===== config.mk =====
export PLATFORM = sky130hd
export DESIGN_NAME = contador_multicanal
export DESIGN_NICKNAME = d
export VERILOG_FILES = /design/src/rtl/contador_multicanal.sv
export SDC_FILE = /design/constraint.sdc
export NUM_CORES = 1
export LEC_CHECK = 0
export CAP_MARGIN = 20
export CORE_MARGIN = 8
export CORE_UTILIZATION = 55
export DETAILED_ROUTE_END_ITERATION = 8
export GPL_TIMING_DRIVEN = 0
export HOLD_SLACK_MARGIN = 0.1
export PLACE_DENSITY = 0.81
export SETUP_SLACK_MARGIN = 0.02
export SYNTH_ARGS = -nofsm -noshare
export SYNTH_HDL_FRONTEND = slang
export SYNTH_SLANG_ARGS = --single-unit

===== constraint.sdc =====
create_clock -name clk -period 2.8 [get_ports clk]
set_clock_uncertainty 0.2 [all_clocks]
set_input_delay 0.56 -clock clk [delete_from_list [all_inputs] [get_ports clk]]
set_output_delay 0.56 -clock clk [all_outputs]
set_load 0.005 [all_outputs]

===== src/rtl/contador_multicanal.sv =====
// Multi-channel event counter: NUM_CH independent counters with wrap or saturate,
// sticky overflow flags, global clear and a registered single-channel read port.
module contador_multicanal #(
    parameter int NUM_CH   = 4,
    parameter int COUNT_W  = 5,
    parameter int IDX_W    = 2,
    parameter int SATURATE = 0
) (
    input  logic               clk,
    input  logic               reset,
    input  logic               enable,
    input  logic [NUM_CH-1:0]  valid_in,
    input  logic               clear,
    input  logic               req,
    input  logic [IDX_W-1:0]   idx,
    output logic [COUNT_W-1:0] count,
    output logic               count_valid,
    output logic [NUM_CH-1:0]  overflow,
    output logic               active
);

    typedef enum logic {IDLE, ACTIVE} state_t;

    localparam logic [COUNT_W-1:0] CNT_MAX = '1;

    state_t             state, state_next;
    logic [COUNT_W-1:0] cnt_q [NUM_CH];
    logic [COUNT_W-1:0] cnt_d [NUM_CH];
    logic [NUM_CH-1:0]  ovf_d;
    logic [COUNT_W-1:0] rd_data;

    always_comb begin
        state_next = state;
        case (state)
            IDLE:    if (enable)  state_next = ACTIVE;
            ACTIVE:  if (!enable) state_next = IDLE;
            default: state_next = IDLE;
        endcase
    end

    assign active = (state == ACTIVE);

    // Clear has priority over a same-cycle increment; counting only in ACTIVE.
    always_comb begin
        for (int c = 0; c < NUM_CH; c++) begin
            cnt_d[c] = cnt_q[c];
            ovf_d[c] = overflow[c];
            if (clear) begin
                cnt_d[c] = '0;
                ovf_d[c] = 1'b0;
            end else if (state == ACTIVE && valid_in[c]) begin
                if (cnt_q[c] == CNT_MAX) begin
                    ovf_d[c] = 1'b1;
                    cnt_d[c] = (SATURATE != 0) ? CNT_MAX : '0;
                end else begin
                    cnt_d[c] = cnt_q[c] + COUNT_W'(1);
                end
            end
        end
    end

    // Read data is the post-edge value, so it sees this cycle's increment or clear.
    always_comb begin
        rd_data = '0;
        for (int c = 0; c < NUM_CH; c++) begin
            if (idx == IDX_W'(c)) rd_data = cnt_d[c];
        end
    end

    always_ff @(posedge clk or negedge reset) begin
        if (!reset) begin
            state       <= IDLE;
            overflow    <= '0;
            count       <= '0;
            count_valid <= 1'b0;
            for (int c = 0; c < NUM_CH; c++) cnt_q[c] <= '0;
        end else begin
            state       <= state_next;
            overflow    <= ovf_d;
            count_valid <= req;
            if (req) count <= rd_data;
            for (int c = 0; c < NUM_CH; c++) cnt_q[c] <= cnt_d[c];
        end
    end

endmodule


* Yosys cells after proc, flatten, opt, wreduce, memory -nomap -nowiden *
Index checks and enable logic that the tools add are counted.

word-level totals
  flip-flop bits (word level) = 31
  input bits = 11
  output and inout port bits = 11
  word-level logic and storage cells = 68

operators by class
  add/sub/neg operators = 4
  equal/unequal tests = 7
  mux-type cells = 29
  reduce and logical (&&, ||, !) cells = 17

operator list
  cell                 number
  $mux 5               16
  $add 5x1->5 const B  4
  $eq 5x5->1 const B   4
  $reduce_bool 2->1    8
  $mux 1               13
  $reduce_and 2->1     4
  $eq 2x2->1 const B   2
  $logic_and 1x1->1    4
  $eq 2x1->1 const B   1
  $logic_not 2->1      1

* Depth between registers and ports, before layout *
Gate-level depths: netlist of run 1.

  depth after elaboration = 8
  mapped depth = 7
  gate-level depth less buffers = 7

* Worst setup path after synthesis of run 1 *
Ideal clock, no wire load.

  path kind = register to register
  start = reg cnt_q[10] (netlist name)
  end = reg count[4]
  setup time = 0.125 ns
  data arrival time = 1.916 ns
  data required time = 2.475 ns
  setup slack = 0.559 ns
  stages on the path, launching flop included = 8
  buffers on the path = 0
  clock period less this slack = 2.241 ns
  path through = dfrtp_1 > ha_1 > and3_1 > ha_1 > nand3_1 > a21oi_1 > mux4_1 > mux2_4

RTL lines
  element               RTL line  source
  start, declared       27        logic [COUNT_W-1:0] cnt_q [NUM_CH];
  end signal, assigned  81        if (req) count <= rd_data;
  end, declared         16        output logic [COUNT_W-1:0] count,

==> results of run 1 <==
[final timing paths]
check / startpoint / endpoint / slack [ns] / cells after the start
worst max-delay path: cnt_q[10] / count[4] / 0.39 / 7
worst min-delay path: clear / cnt_q[4] / 0.29 / 2
worst max register to register: cnt_q[10] / count[4] / 0.39 / 7
worst min register to register: overflow[1] / overflow[1] / 0.32 / 2
max in group asynchronous: reset / cnt_q[12] / 1.43 / 2
min in group asynchronous: reset / overflow[3] / 0.42 / 1
[cell usage in the layout (no fill, tap or decap), types with 3 or more instances in the layout]
cell type        instances
a21bo_2                 10
a31oi_1                  8
and3_1                   6
nand3_1                 12
dfrtp_1                 31
o21ai_0                  3
a21oi_1                 10
inv_1                    4
clkbuf_1                 6
o21a_1                   3
clkbuf_4                 5
buf_2                    4
clkdlybuf4s50_1         15
o211ai_1                 7
nand2_1                  5
and2_1                   4
nor2_1                  15
ha_1                     8
buf_4                    3
[where the power goes]
group / switching, uW / internal (uW) / total [uW]
sequential: 9.75 / 458 / 468
combinational: 66.3 / 51.3 / 118
clock: 159 / 97.6 / 257
total: 235 / 607 / 842
[worst register-to-register path, stage by stage, from the launching register on]
cell	delay, ns
dfrtp_1	0.44
ha_1	0.24
and3_1	0.18
ha_1	0.27
nand3_1	0.07
a21oi_1	0.11
mux4_1	0.55
mux2_4	0.27
[routing by layer]
| metal | part of all wire, % | routed length [um] | vias up |
|---|---|---|---|
| li1 | - | - | 715 |
| met1 | 43 | 1946 | 758 |
| met2 | 49 | 2232 | 39 |
| met3 | 5.4 | 249 | 16 |
| met4 | 3.3 | 150 | 0 |
| met5 | 0 | 0 | - |
[cells in the mapped netlist, types with 3 or more instances]
library cell / count
dfrtp_1: 31
buf_4: 3
nand3_1: 12
a21oi_1: 10
a31oi_1: 8
and2_1: 4
nand2_1: 5
buf_2: 4
nor2_1: 15
clkbuf_1: 4
inv_1: 4
ha_1: 8
a21bo_2: 10
o211ai_1: 7
o21ai_0: 3
and3_1: 6
o21a_1: 3
[logic make-up after synthesis]
group                      after synthesis
muxes                                    6
adders and majority gates                8
DFF                                     31
buffers and inverters                   17
and+or+nand+nor                         55
AOI/OAI and AO/OA                       59
[through the flow]
stage	util, %	total power, uW	setup WS (ns)	instance area [um2]
floorplan	-	539.9	0.5588	1810
global placement	61.94	584.1	0.3199	2018
detailed placement	62.79	593.0	0.2943	2046
CTS	64.32	845.7	0.3924	2096
global route	64.32	882.7	0.2894	2096
finish	64.32	842.3	0.3860	2096
[sequential cells by signal, summed over array words and instances, names as in the netlist]
| name | count |
|---|---|
| cnt_q | 20 |
| count | 5 |
| overflow | 4 |
| active | 1 |
| count_valid | 1 |
[cell type report]
type | count | area, um2
flip-flops and latches | 31 | 775.7
clock inverters | 1 | 5.005
well taps | 46 | 57.56
inverters | 4 | 15.01
multi-input cells | 128 | 935.9
repair buffers | 16 | 177.7
clock buffers | 7 | 45.04
fillers | 283 | 1162
plain buffers | 13 | 83.83
==> summary.md, run 1 <==
| Metric | Value |
|---|---|
| Outcome | finished clean |
| DR vias/cell | 6.211 |
| Area grow syn2layout | 15.76% |
| Post-Place Cells | 238 |
| Port bufs | 15 |
| Met1 global-route usage | 20.85% |
| Die area | 0.005384 mm2 |
| Rel. slew slack | 53.03% |
| Seq/Total Area, Yosys | 42.85% |
| Die H | 73.38 um |
| GP Congestion | 0.9076 |
| Die width | 73.38 um |
| Top Usage Layer GRT | met2 |
| Min Tclk post-route | 2.414 ns |
| Critical Path RT | 2.84 ns |
| Compound-Gate Fraction of Synth Area | 24.53% |
| Largest net degree at the start of global routing | 20 |
| DRT Wirelength | 4578 um |
| WS Path Type | register to register |
| Mux cell area share after synthesis | 5.252% |
| Clk buf depth | 2 |
| Synth Register Bits | 31 |
| Ant diodes | 0 |
| Clk Latency, worst-skew pair | 0.35 ns |
| Initial antenna violation count | 0 |
| Final Hold Violating Endpoints | 0 |
| Routed Antenna Nets | 0 |
| Count of clock tree sinks | 31 |
| Power Density | 401.9 mW/mm2 |
| Worst VDD drop | 0.0002757 V |
| Synth Area in XOR/XNOR | 0% |
| Most used cell, CP | ha_1 |
| Slowest CP cell | mux4_1 |
| Vias in the first global route | 1554 |
| Largest cells by area after synthesis | dfrtp_1 43%, a21bo_2 5.5%, ha_1 5.5%, nand3_1 3.3%, nor2_1 3.1% |
| Post-synth top area share | 42.85% |
| GRT Util Overall | 18.69% |
| Cell Rows | 21 |
| Cell Count, Final, Fillers Out | 246 |
| Async set-or-reset flop fraction in the synthesized netlist | 100.0% |
| Gate family responsible for the most delay along the worst path | multiplexers |
| Root Buffer | clkbuf_4 |
| Mapped Cells | 176 |
| Critical path capture point type | register |
| Yosys warnings | 0 |
| Core ar. | 0.003258 mm2 |
| Adder-Cell Fraction of Synth Area | 5.529% |
| Remaining Overflow, GRT | 0 |
| Depth of the CTS H-tree | 2 |
| Met3 Use GR | 7.231% |
| Residual DRC count | 0 |
| Primary FF master, synth | dfrtp_1 |
| Slowest cell delay on critical path | 0.55 ns |
| Post-CTS Setup Bufs | 0 |
| DR pass1 iterations | 6 |
| Hold WC Path Type | primary input to register |
| Synth Area in Simple Gates | 16.38% |
| TNS Setup | 0 ns |
| Starting Density | 55.57% |
| Worst-Margin Slew | 0.7024 ns |
| Post-DP HPWL | 3321 um |
| Share of layout cells above drive strength 1 | 16.00% |
| First-pass GRT wire length | 7527 um |
| Leakage | 0.0009405 uW |
| Nets | 218 |
| Critical Path, Cell by Cell | ha_1 > and3_1 > ha_1 > nand3_1 > a21oi_1 > mux4_1 > mux2_4 |
| DR iter-0 viols | 188 |
| Crit path max fanout | 6 |
| Hold-fix buffers at CTS | 0 |
| Final setup fails | 0 |
| CTS clock-pin slew for the worst setup and hold paths | 0.10 ns |
| Fmax achieved | 0.4143 GHz |
| Post_cts resized | 0 |
| Syn avg cell area | 10.29 um2 |
| CTS tree | done |
| Period utilization | 86.21% |
| Synth cell types | 43 |
| CTS buffer count | 5 |
| Largest family of logic cells by synthesized area | compound AO/OA/AOI/OAI gates |
| CP bufs+invs | 0 |
| Cell taking the most area after synthesis | dfrtp_1 |
| Post-synth EDFFs | 0 |
| Via count | 1528 |
| Hold WS | 0.2914 ns |
| Routing usage on met2 | 29.29% |
| Drt wl/cell | 18.61 um |
| Syn_nets | 195 |
| Worst Setup Start Kind | register |
| Final Max Slew Viols | 0 |
| Worst EP arrival | 2.46 ns |
| RSZ-0062 raised after global routing | no |
| I/O pins | 22 |
| Max Cap Viol | 0 |
| Mapped cell area | 0.001810 mm2 |
Power figures use the tool's default switching activity.
==> run 2, diff against run 1 <==
--- a/config.mk
+++ b/config.mk
@@ -5,14 +5,15 @@
 export SDC_FILE = /design/constraint.sdc
 export NUM_CORES = 1
 export LEC_CHECK = 0
+export ABC_AREA = 1
 export CAP_MARGIN = 20
 export CORE_MARGIN = 8
 export CORE_UTILIZATION = 55
 export DETAILED_ROUTE_END_ITERATION = 8
 export GPL_TIMING_DRIVEN = 0
-export HOLD_SLACK_MARGIN = 0.1
 export PLACE_DENSITY = 0.81
 export SETUP_SLACK_MARGIN = 0.02
+export SKIP_CTS_REPAIR_TIMING = 1
 export SYNTH_ARGS = -nofsm -noshare
 export SYNTH_HDL_FRONTEND = slang
 export SYNTH_SLANG_ARGS = --single-unit
==> summary.md, run 2 <==
| Metric | Value |
|---|---|
| Most common cell in the synthesized netlist | nand2_1 |
| Clk buf depth | 2 |
| DR iter-0 viols | 46 |
| Final Hold Violating Endpoints | 0 |
| Synth cell types | 27 |
| Number of flip-flops in the largest register | 20 |
| Reg2reg setup slack | 0.76 ns |
| Residual DRC count | 0 |
| CP bufs+invs | 1 |
| Critical Path, Cell by Cell | ha_1 > inv_1 > nor3_1 > ha_1 > or2_2 > nand4_1 > nand3_1 > o21ai_1 > nand2_1 |
| Worst-Margin Slew | 0.7342 ns |
| Routed Antenna Nets | 0 |
| Die H | 73.08 um |
| Cell Rows | 20 |
| WS Path Type | register to register |
| Largest net degree at the start of global routing | 19 |
| Critical Path RT | 2.83 ns |
| Area grow syn2layout | 19.62% |
| Filler cells | 268 |
| Most frequent cells in the layout | 49 x nand2_1, 34 x inv_1, 31 x dfrtp_1, 24 x nor2_1, 20 x clkdlybuf4s50_1 |
| Synth Register Bits | 31 |
| Power Density | 437.7 mW/mm2 |
| Met2 WL | 1695 um |
| Most used cell, CP | ha_1 |
| Met1 wire length | 1840 um |
| Initial antenna violation count | 0 |
| Mapped Cells | 230 |
| Worst Setup Start Kind | register |
| Port bufs | 20 |
| GRT Util Overall | 15.60% |
| Period utilization | 72.77% |
| R2R Path End | count[4] |
| RSZ-0062 raised after global routing | no |
| Ant diodes | 0 |
| Slowest cell delay on critical path | 0.40 ns |
| Mapped cell area | 0.001792 mm2 |
| Mux cell area share after synthesis | 0% |
| Min Tclk post-route | 2.037 ns |
| Rel. slew slack | 50.90% |
| Compound-Gate Fraction of Synth Area | 7.961% |
| Share of layout cells above drive strength 1 | 13.13% |
| Via count | 1512 |
| Vias in the first global route | 1511 |
| Yosys warnings | 0 |
| Worst VDD drop | 0.0003452 V |
| Cell taking the most area after synthesis | dfrtp_1 |
| First-pass GRT wire length | 6513 um |
| DRT Wirelength | 3756 um |
| Primary FF master, synth | dfrtp_1 |
| CTS tree | done |
| Post-synth top area share | 43.30% |
| Reg2Reg Depth | 9 |
| Critical path capture point type | register |
| Nets | 277 |
| Gate family responsible for the most delay along the worst path | simple AND/OR/NAND/NOR gates |
| Hold WC Path Type | register to register |
| Post-DP HPWL | 2928 um |
| DR vias/cell | 4.990 |
| DR pass1 iterations | 4 |
| CP Capture Point | count[4] |
| Syn_nets | 249 |
| Die area | 0.005340 mm2 |
| Die width | 73.08 um |
| Leakage | 0.001087 uW |
| Post-synth EDFFs | 0 |
| Clk Latency, worst-skew pair | 0.33 ns |
| Adder-Cell Fraction of Synth Area | 5.587% |
| Slowest CP cell | dfrtp_1 |
| Core ar. | 0.003078 mm2 |
| Root Buffer | clkbuf_4 |
| Leading cell type in the layout, fill and taps excluded | nand2_1 |
| Max Cap Viol | 0 |
| Most flops, register | cnt_q |
| Starting Density | 58.21% |
| CTS clock-pin slew for the worst setup and hold paths | 0.10 ns |
| Count of clock tree sinks | 31 |
| Syn avg cell area | 7.790 um2 |
| Synth Area in Simple Gates | 33.10% |
| Remaining Overflow, GRT | 0 |
| Critical Path Start | cnt_q[16] |
| Depth of the CTS H-tree | 2 |
| Regs by FF count | cnt_q (20), count (5), overflow (4) |
| Outcome | finished clean |
| Largest cells by area after synthesis | dfrtp_1 43%, nand2_1 10%, inv_1 7.1%, ha_1 5.6%, nor2_1 5.0% |
| Hold WS | 0.2957 ns |
| Final Max Slew Viols | 0 |
| Worst EP arrival | 2.07 ns |
| Seq/Total Area, Yosys | 43.30% |
| TNS Setup | 0 ns |
| Largest family of logic cells by synthesized area | simple AND/OR/NAND/NOR gates |
| Drt wl/cell | 12.40 um |
| CTS buffer count | 5 |
| Fmax achieved | 0.4908 GHz |
| R2R Path Start | cnt_q[16] |
| GP Congestion | 0.8475 |
| Synth Area in XOR/XNOR | 0% |
| I/O pins | 22 |
| Crit path max fanout | 3 |
| Top cells by count, synth | 49 x nand2_1, 34 x inv_1, 31 x dfrtp_1 |
| Stages on worst setup path | 9 |
| Max layer used | met4 |
| Async set-or-reset flop fraction in the synthesized netlist | 100.0% |
| Final setup fails | 0 |
| DR WL met3 | 170 um |
## run 2: kinds of logic (layout without fill, tap and decap cells)
logic type / Yosys count / in the layout
AOI/OAI and AO/OA: 24 / 24
adders and majority gates: 8 / 8
buffers and inverters: 44 / 73
DFF: 31 / 31
and+or+nand+nor: 123 / 123
## run 2: area by class of cell
cell class	count	area, um2	area share [%]
buffer	3	26.28	1.226
timing repair buffer	21	227.7	10.62
clock buffer	8	68.82	3.211
sequential	31	775.7	36.19
tap	44	55.05	2.569
inverter	41	153.9	7.180
multi-input combinational	155	835.8	39.00
## run 2: worst min path at each step
stage | start | slack (ns) | cells after the start | end
3_5_place_dp | count[4] | 0.27 | 2 | count[4]
3_3_place_gp | count[4] | 0.26 | 2 | count[4]
6_report | count[4] | 0.30 | 2 | count[4]
2_1_floorplan | reset | 0.06 | 0 | active
5_1_grt | clear | 0.30 | 2 | cnt_q[9]
4_1_cts | count[4] | 0.30 | 2 | count[4]
## run 2: layer usage
layer	vias to the layer above	GRT usage, %
met4	0	5.333
met1	700	19.28
met3	5	4.945
met2	23	24.83
met5	-	0
li1	784	-
## run 2: metrics by stage
| step | utilization [%] | total power (uW) | area [um2] | setup slack [ns] | instances |
|---|---|---|---|---|---|
| global route | 69.63 | 985.0 | 2143 | 0.5962 | 303 |
| CTS | 69.63 | 951.3 | 2143 | 0.7805 | 303 |
| floorplan | - | 572.6 | 1792 | 0.9716 | 230 |
| finish | 69.63 | 938.1 | 2143 | 0.7626 | 303 |
| global placement | 66.50 | 639.2 | 2047 | 0.3971 | 294 |
| detailed placement | 67.40 | 647.4 | 2074 | 0.6214 | 295 |
## run 2: worst min-delay path, cell delays in order (launching register included)
cell	delay, ns
dfrtp_1	0.36
nand2_1	0.05
nand2_1	0.06
## run 2: power breakdown
part,switching (uW),internal [uW]
logic,82.4,69.8
clock network,153,148
registers,15.2,470
total,251,688
